--- src/rtl/mult_pkg.sv ---
// Shared definitions for the multiplier display path: pager state encoding,
// page geometry and the default auto-page divider.
package mult_pkg;

  typedef enum logic {
    StIdle = 1'b0,
    StShow = 1'b1
  } state_e;

  localparam int unsigned PAGE_BITS        = 8;
  localparam int unsigned DEFAULT_PAGE_DIV = 50_000_000;

  // Number of byte pages in a product of the given width.
  function automatic int unsigned num_pages(input int unsigned prod_w);
    return prod_w / PAGE_BITS;
  endfunction

endpackage

--- src/rtl/page_timer.sv ---
// Free-running page divider: counts while enabled, raises a one-cycle tick on
// the last count and wraps; clr forces it back to zero.
module page_timer
  import mult_pkg::*;
#(
  parameter int unsigned PAGE_DIV = DEFAULT_PAGE_DIV
) (
  input  logic clk,
  input  logic rst,
  input  logic clr,
  input  logic en,
  output logic tick
);

  localparam int unsigned CntW = $clog2(PAGE_DIV);
  localparam logic [CntW-1:0] LastCnt = CntW'(PAGE_DIV - 1);

  logic [CntW-1:0] cnt_q, cnt_d;

  assign tick = en & (cnt_q == LastCnt);

  always_comb begin
    cnt_d = cnt_q;
    if (clr) begin
      cnt_d = '0;
    end else if (en) begin
      cnt_d = tick ? '0 : cnt_q + 1'b1;
    end
  end

  always_ff @(posedge clk) begin
    if (rst) begin
      cnt_q <= '0;
    end else begin
      cnt_q <= cnt_d;
    end
  end

endmodule

--- src/rtl/product_hex_pager.sv ---
// Latches one multiplier product and pages it, a byte at a time, onto the two
// hex digit drivers; pages advance on a timer tick or a manual step edge.
module product_hex_pager
  import mult_pkg::*;
#(
  parameter int unsigned PROD_W   = 64,
  parameter int unsigned PAGE_DIV = DEFAULT_PAGE_DIV,
  parameter bit          AUTO     = 1'b1
) (
  input  logic              clk,
  input  logic              rst,
  input  logic              prod_valid,
  input  logic [PROD_W-1:0] product,
  output logic              prod_ready,
  input  logic              step,
  input  logic              hold,
  output logic [3:0]        nib_lo,
  output logic [3:0]        nib_hi,
  output logic [2:0]        page_idx,
  output logic              showing
);

  localparam int unsigned NumPages = num_pages(PROD_W);
  localparam logic [2:0]  LastPage = 3'(NumPages - 1);

  state_e            state_q, state_d;
  logic [PROD_W-1:0] latch_q, latch_d;
  logic [2:0]        page_q, page_d;
  logic              pass_done_q, pass_done_d;
  logic              step_q;

  logic       accept;
  logic       step_rise;
  logic       tick;
  logic       advance;
  logic       timer_en;
  logic       timer_clr;
  logic [7:0] cur_byte;

  // A new product is only taken once the current one has been shown in full.
  assign prod_ready = (state_q == StIdle) | pass_done_q;
  assign accept     = prod_valid & prod_ready;
  assign step_rise  = step & ~step_q;
  assign timer_en   = AUTO && (state_q == StShow) && !hold;
  // Step edge and timer tick on the same edge merge into a single advance.
  assign advance    = (state_q == StShow) & (step_rise | tick);
  assign timer_clr  = accept | advance | (state_q == StIdle);

  page_timer #(
    .PAGE_DIV (PAGE_DIV)
  ) u_page_timer (
    .clk  (clk),
    .rst  (rst),
    .clr  (timer_clr),
    .en   (timer_en),
    .tick (tick)
  );

  always_comb begin
    state_d     = state_q;
    latch_d     = latch_q;
    page_d      = page_q;
    pass_done_d = pass_done_q;
    if (accept) begin
      state_d     = StShow;
      latch_d     = product;
      page_d      = '0;
      pass_done_d = 1'b0;
    end else if (advance) begin
      if (page_q == LastPage) begin
        page_d      = '0;
        pass_done_d = 1'b1;
      end else begin
        page_d = page_q + 3'd1;
      end
    end
  end

  always_ff @(posedge clk) begin
    if (rst) begin
      state_q     <= StIdle;
      latch_q     <= '0;
      page_q      <= '0;
      pass_done_q <= 1'b0;
      step_q      <= 1'b0;
    end else begin
      state_q     <= state_d;
      latch_q     <= latch_d;
      page_q      <= page_d;
      pass_done_q <= pass_done_d;
      step_q      <= step;
    end
  end

  always_comb begin
    cur_byte = '0;
    for (int unsigned p = 0; p < NumPages; p++) begin
      if (page_q == 3'(p)) begin
        cur_byte = latch_q[p*PAGE_BITS +: PAGE_BITS];
      end
    end
  end

  assign showing  = (state_q == StShow);
  assign page_idx = page_q;
  assign nib_lo   = showing ? cur_byte[3:0] : 4'h0;
  assign nib_hi   = showing ? cur_byte[7:4] : 4'h0;

endmodule

--- config.mk ---
export PLATFORM = sky130hd
export DESIGN_NAME = product_hex_pager
export DESIGN_NICKNAME = d
export VERILOG_FILES = /design/src/rtl/mult_pkg.sv /design/src/rtl/page_timer.sv /design/src/rtl/product_hex_pager.sv
export SDC_FILE = /design/constraint.sdc
export NUM_CORES = 1
export LEC_CHECK = 0
export CORE_MARGIN = 2
export CORE_UTILIZATION = 45
export DETAILED_ROUTE_END_ITERATION = 12
export PLACE_DENSITY = 0.7
export SYNTH_ARGS = -nofsm -noshare
export SYNTH_HDL_FRONTEND = slang
export SYNTH_SLANG_ARGS = --single-unit
--- constraint.sdc ---
create_clock -name clk -period 2.84 [get_ports clk]
set_clock_uncertainty 0.15 [all_clocks]
set_input_delay 0.568 -clock clk [delete_from_list [all_inputs] [get_ports clk]]
set_output_delay 0.568 -clock clk [all_outputs]
set_load 0.05 [all_outputs]
=== Yosys cells after proc, flatten, opt, wreduce, memory -nomap -nowiden ===
Cells that the tools add are included.

* Reduce and logical (&&, ||, !) cells: 6
* Muxes and demuxes: 12
* Bitwise logic cells: 10
* Equal/unequal tests: 8
* $add $sub $neg: 2

{| class="wikitable"
|+ Operator list
! operator !! number
|-
| 2-to-1 mux 8 bit || 8
|-
| adder 26 x 1 -> 26 bit (second input constant) || 1
|-
| equality test 26 bit (second input constant) || 1
|-
| 2-to-1 mux 26 bit || 1
|-
| equality test 3 bit (second input constant) || 4
|-
| 2-to-1 mux 4 bit || 2
|-
| equality test 3 x 2 -> 1 bit (second input constant) || 2
|-
| AND 1 bit || 4
|-
| OR 1 bit || 4
|-
| OR reduction 2 bit || 2
|-
| adder 3 x 1 -> 3 bit (second input constant) || 1
|-
| equality test 3 x 1 -> 1 bit (second input constant) || 1
|-
| zero test 3 bit || 1
|-
| 2-to-1 mux 3 bit || 1
|-
| inverter 1 bit || 2
|-
| AND reduction 2 bit || 1
|-
| logical AND 1 bit || 1
|-
| zero test 1 bit || 1
|}

* Word-level logic and storage cells: 44
* Register bits: 96
* Output and inout bits: 13
* Bits of input ports: 69

=== Depth between registers and ports, before layout ===
* Depth in word-level cells: 10
* Mapped depth: 8
* Mapped depth without buffers: 6

=== By module ===
From an unflattened synthesis, not the netlist that was laid out.

* Cells, all modules: 574
* Area total of the unflattened synthesis: 4440.5 um2

{| class="wikitable"
|+ By module, submodules not included
! module !! sequential area each (um2) !! area an instance (um2) !! instances !! cells each
|-
| product_hex_pager || 1401.3 || 3096.7 || 1 || 418
|-
| page_timer || 520.5 || 1343.8 || 1 || 156
|}

=== Worst setup path after synthesis ===
OpenSTA, ideal clock, no wires.

* Path kind: register to output
* Start point: register page_q[2], in the netlist page_idx[2]
* End point: output nib_hi[0]
* Required time: 2.122 ns
* Buffers on the path: 3
* Arrival: 2.656 ns
* Stages on the path, launching flop included: 9
* Slack: -0.534 ns
* Cell sequence: dfxtp_1 > clkbuf_1 > inv_1 > ha_1 > clkbuf_1 > or2_2 > clkbuf_1 > o311ai_0 > a22o_1

* Word-level cells in the longest chain between the ends: 10
* Elaborated cells between the ends (all ways): 17
* Classes of those cells: 7 x eq/ne; 9 x mux; 1 x reduce/logical

{| class="wikitable"
|+ Ends and longest elaborated chain
! what !! line !! text
|-
| start, declared || product_hex_pager.sv:28 || <nowiki>logic [2:0] page_q, page_d;</nowiki>
|-
| start signal, assigned || product_hex_pager.sv:89 || <nowiki>page_q <= page_d;</nowiki>
|-
| zero test 3 bit || product_hex_pager.sv:98 || <nowiki>if (page_q == 3'(p)) begin</nowiki>
|-
| 2-to-1 mux 8 bit (7 in a row) || product_hex_pager.sv:98 ||
|-
| 2-to-1 mux 8 bit (*) || product_hex_pager.sv:98 ||
|-
| 2-to-1 mux 4 bit (*) || product_hex_pager.sv:107 || <nowiki>assign nib_hi = showing ? cur_byte[7:4] : 4'h0;</nowiki>
|-
| end, declared || product_hex_pager.sv:18 || <nowiki>output logic [3:0] nib_hi,</nowiki>
|}

Every way passes the cells marked *; elsewhere a longest branch is shown, timed or not.

=== Worst setup path after layout ===
* Start point: register page_q[0], in the netlist page_idx[0]
* End point: output nib_lo[1]

* Word-level cells in the longest chain between the ends: 10
* Elaborated cells between the ends (all ways): 17
* Classes of those cells: 7 x eq/ne; 9 x mux; 1 x reduce/logical

{| class="wikitable"
|+ Ends and longest elaborated chain
! what !! line !! text
|-
| zero test 3 bit || product_hex_pager.sv:98 ||
|-
| 2-to-1 mux 8 bit (7 in a row) || product_hex_pager.sv:98 ||
|-
| 2-to-1 mux 8 bit (*) || product_hex_pager.sv:98 ||
|-
| 2-to-1 mux 4 bit (*) || product_hex_pager.sv:106 || <nowiki>assign nib_lo = showing ? cur_byte[3:0] : 4'h0;</nowiki>
|-
| end, declared || product_hex_pager.sv:17 || <nowiki>output logic [3:0] nib_lo,</nowiki>
|}

Marks and branches as above.

==> tab_implementation.tex <==
\begin{tabular}{lr}
\hline
Metric & Value \\
\hline
\multicolumn{2}{l}{\textbf{Run status}} \\
Status & complete, but fails checks \\
Violations in the final reports & setup timing \\
\multicolumn{2}{l}{\textbf{Floorplan}} \\
Number of placement rows & 36 \\
Die width & about 100 um \\
Die Outline Area & 0.0107 sq mm \\
Core ar. & 0.00968 sq mm \\
Initial standard-cell utilization of the core & 0.459 \\
Number of primary I/O pins & between 80 and 90 \\
Die height & between 100 and 150 um \\
\multicolumn{2}{l}{\textbf{Setup path}} \\
Worst path cell trace & inv\_2, ha\_4, nor2b\_4, buf\_12, a221oi\_2, o311ai\_2, a22o\_2, buf\_12 \\
Top fanout value on the critical path & 8 \\
Worst setup path endpoint & nib\_lo[1] \\
Arrival time of the worst setup path & $\sim$2.2 ns \\
Kind of end point of the critical path & output pin \\
Reg-to-reg slack, setup & 0.70 ns \\
Critical Path Slowest Stage Cell & dfxtp\_4 \\
Crit path top cell by count & buf\_12 \\
Worst setup path start & page\_idx[0]\$\_SDFFE\_PP0P\_ \\
Data required time at the worst endpoint & about 2.1 ns \\
Reg2reg start & showing\$\_SDFFE\_PP0P\_ \\
Worst reg2reg path depth & 5 \\
CP Class & register to output pin \\
Kind of start point of the critical path & register \\
Worst stage delay on the critical path & roughly 0.39 ns \\
Worst reg2reg path endpoint & u\_page\_timer.cnt\_q[17]\$\_SDFFE\_PP0P\_ \\
\multicolumn{2}{l}{\textbf{Synthesis}} \\
Commonest cells in the netlist & 166 x nand2\_1, 96 x dfxtp\_1, 86 x a21oi\_1, 29 x clkbuf\_1, 17 x nor2\_1 \\
Number of cells produced by synthesis & slightly below 600 \\
Post-Syn Area per Cell & between 7 and 8 sq um \\
Area of the mapped netlist & $\sim$0.0044 sq mm \\
Post-synthesis sequential element count & 96 \\
Sequential-to-total area share from yosys stat & 0.432 \\
Async S/R FF share, synth & 0 \\
Dominant cell type by area after synthesis & dfxtp\_1 \\
Synthesis warning total & 0 \\
Main area contributors after synthesis & dfxtp\_1 43\%, nand2\_1 14\%, a21oi\_1 9.7\%, clkbuf\_1 2.4\%, ha\_1 2.0\% \\
Share of Yosys cell area claimed by the top area cell type & 0.432 \\
Post-synth EDFFs & 0 \\
Net count after synthesis & about 650 \\
Number of library cell types mapped by synthesis & 50 \\
Prevailing post-synth register cell & dfxtp\_1 \\
Cell with the most instances after synthesis & nand2\_1 \\
\multicolumn{2}{l}{\textbf{Min path}} \\
Hold crit path type & register to register \\
Hold wc startpoint & latch\_q[51]\$\_SDFFE\_PP0P\_ \\
\multicolumn{2}{l}{\textbf{Drt}} \\
WL final & 12.4 mm \\
Total iterations of the first detailed-routing run & 4 \\
Via density per instance & 5.53 \\
DRT iter0 DRCs & 200 \\
Average wire per cell in the routed design & 15.7 um \\
Residual DRC count & 0 \\
Remaining antenna violation count & 0 \\
Detailed-route via count & 4367 \\
\multicolumn{2}{l}{\textbf{Global route}} \\
GR Util All Layers & 0.236 \\
Via count of the first global-routing pass & $\sim$4200 \\
Maximum number of pins on one net before global-route repair & 42 \\
Remaining global-route overflow & 0 \\
Initial antenna violation count & 0 \\
Global-route wire length before repair & $\sim$20 mm \\
\multicolumn{2}{l}{\textbf{Clock tree}} \\
H-tree level count & 3 \\
Clock latency reported for the late side of the worst-skew pair & $\sim$0.38 ns \\
Count of clock tree sinks & between 90 and 100 \\
Root Driver & clkbuf\_8 \\
TritonCTS buffer count & 9 \\
Buffer depth of the longest clock path & 2 \\
Clock-pin slew of the registers on the worst-case setup and hold paths & approximately 0.09 ns \\
Number of hold buffers added after CTS & 0 \\
CTS tree & yes \\
\multicolumn{2}{l}{\textbf{Final layout}} \\
Signed area change from the synthesized netlist to the final layout & 37.4\% \\
Antenna diode count & 0 \\
Final Core Density & 0.631 \\
Number of nets at the end of the flow & a little over 700 \\
Layout cells sized above 1 & 0.157 \\
\multicolumn{2}{l}{\textbf{Pwr}} \\
Worst vdd ir & 226 uV \\
Part of the total power dissipated in sequential elements & 0.519 \\
Switching share of power & 0.268 \\
Power density relative to cell area & $\sim$450 mW/mm\^{}2 \\
Net Sw Power & approximately 740 uW \\
Cell-internal power & 2.02 mW \\
Logic pwr share & 0.155 \\
Clock Power Share & 0.326 \\
Static leakage & $\sim$2.1 nW \\
\multicolumn{2}{l}{\textbf{Timing}} \\
Final hold violation count & 0 \\
Maximum frequency from static timing analysis & roughly 350 MHz \\
Max transition margin & 0.615 \\
Unrepaired setup endpoints after global routing & yes \\
Minimum setup slack in the final design & -0.0293 ns \\
Actual transition at the worst max-transition pin & between 0.5 and 0.6 ns \\
Number of max-slew violations in the final report & 0 \\
Setup violators final & 3 \\
Fin crit period & $\sim$2.9 ns \\
Part of the cycle the worst path needs & 1.01 \\
\multicolumn{2}{l}{\textbf{Placement}} \\
Number of buffers inserted by port buffering & slightly above 80 \\
Weighted congestion at the end of routability-driven global placement & 0.939 \\
Setup slack at placement & between 0.04 and 0.05 ns \\
Detail Placement HPWL & slightly below 9 mm \\
\multicolumn{2}{l}{\textbf{Job}} \\
Max-cap viol count & 0 \\
\hline
\end{tabular}
## per-stage QoR
stage	TNS, ns	area [sq um]	instances	hold slack (ns)	total power [mW]
6_report	-0.0658	6110	789	0.314	2.77
5_1_grt	-0.593	6110	789	0.335	2.87
4_1_cts	-0.0419	5860	784	0.313	2.74
3_5_place_dp	0	5490	767	0.298	1.82
3_3_place_gp	0	5490	767	0.292	1.82
2_1_floorplan	0	4480	578	0.286	1.65
## logic make-up after synthesis
group,Yosys count,synth area share
AND/OR/NAND/NOR,259,0.269
AO/OA/AOI/OAI,153,0.210
flip-flops,96,0.432
buffers and inverters,50,0.0444
XOR/XNOR,12,0.0236
adder cells (fa/ha/maj),7,0.0197
multiplexers,1,0.00225
## worst max-delay path: cells and delay by family, from the launching register on
kind | cells | cell delay [ns]
fa+ha+maj | 1 | 0.17
simple gates | 1 | 0.13
buf+inv | 3 | 0.36
flops | 1 | 0.39
compound gates | 3 | 0.71
## worst min-delay path by stage
stage	to	depth (start not counted)
floorplan	latch_q[0]$_SDFFE_PP0P_	2
global placement	latch_q[44]$_SDFFE_PP0P_	2
detailed placement	latch_q[30]$_SDFFE_PP0P_	2
CTS	latch_q[51]$_SDFFE_PP0P_	2
global route	latch_q[56]$_SDFFE_PP0P_	2
finish	latch_q[51]$_SDFFE_PP0P_	2
## routing by layer
| layer | up-vias | share of wire | GRT usage |
|---|---|---|---|
| met5 | - | 0 | 0 |
| met4 | 0 | 0.016 | 0.0759 |
| met3 | 15 | 0.056 | 0.0558 |
| met2 | 116 | 0.50 | 0.393 |
| met1 | 2071 | 0.43 | 0.304 |
| li1 | 2165 | - | - |
## power by group through the flow
| stage | sequential [mW] | combinational [mW] | clock, mW |
|---|---|---|---|
| after CTS | 1.43 | 0.388 | 0.923 |
| final | 1.44 | 0.428 | 0.902 |
| after global placement | 1.46 | 0.356 | 0 |
| after floorplan | 1.46 | 0.188 | 0 |
| after detailed placement | 1.46 | 0.362 | 0 |
| after global routing | 1.44 | 0.463 | 0.964 |
## repair_timing
| item | 4_1_cts | 5_1_grt |
|---|---|---|
| gates resized for setup | 41 | 28 |
| setup endpoints to repair | 8 | 8 |
| buffers inserted | 1 | 5 |
| endpoints found under the hold margin | 0 | 0 |
| pin swaps | 11 | 18 |
## layout make-up
class                           count  area, sq um
Fill cell                         827         3570
Multi-Input combinational cell    432         2700
Sequential cell                    96         1930
Timing Repair Buffer              104         1090
Tap cell                          133          166
Clock buffer                       10          128
Clock inverter                      6         67.6
Inverter                            8         32.5
## sequential cells by signal (all words and copies together), names as in the netlist
name,cells
showing,1
latch_q,64
u_page_timer.cnt_q,26
step_q,1
page_idx,3
pass_done_q,1
## cell usage in the layout, fill, tap and decap left out, types with 7 or more instances in the layout
master | synthesis | final
nor2_1 | 17 | 17
nand3_1 | 8 | 8
or3_1 | 8 | 7
buf_12 | 0 | 10
o21ai_0 | 16 | 15
a21oi_1 | 86 | 80
clkdlybuf4s50_1 | 0 | 72
buf_4 | 1 | 19
xor2_1 | 8 | 8
clkbuf_8 | 0 | 9
nor2b_1 | 12 | 8
o22ai_1 | 9 | 7
a22o_2 | 0 | 8
dfxtp_1 | 96 | 93
nand4_1 | 9 | 9
a221oi_4 | 0 | 7
nand2_1 | 166 | 165
Power figures use the tool's default switching activity.
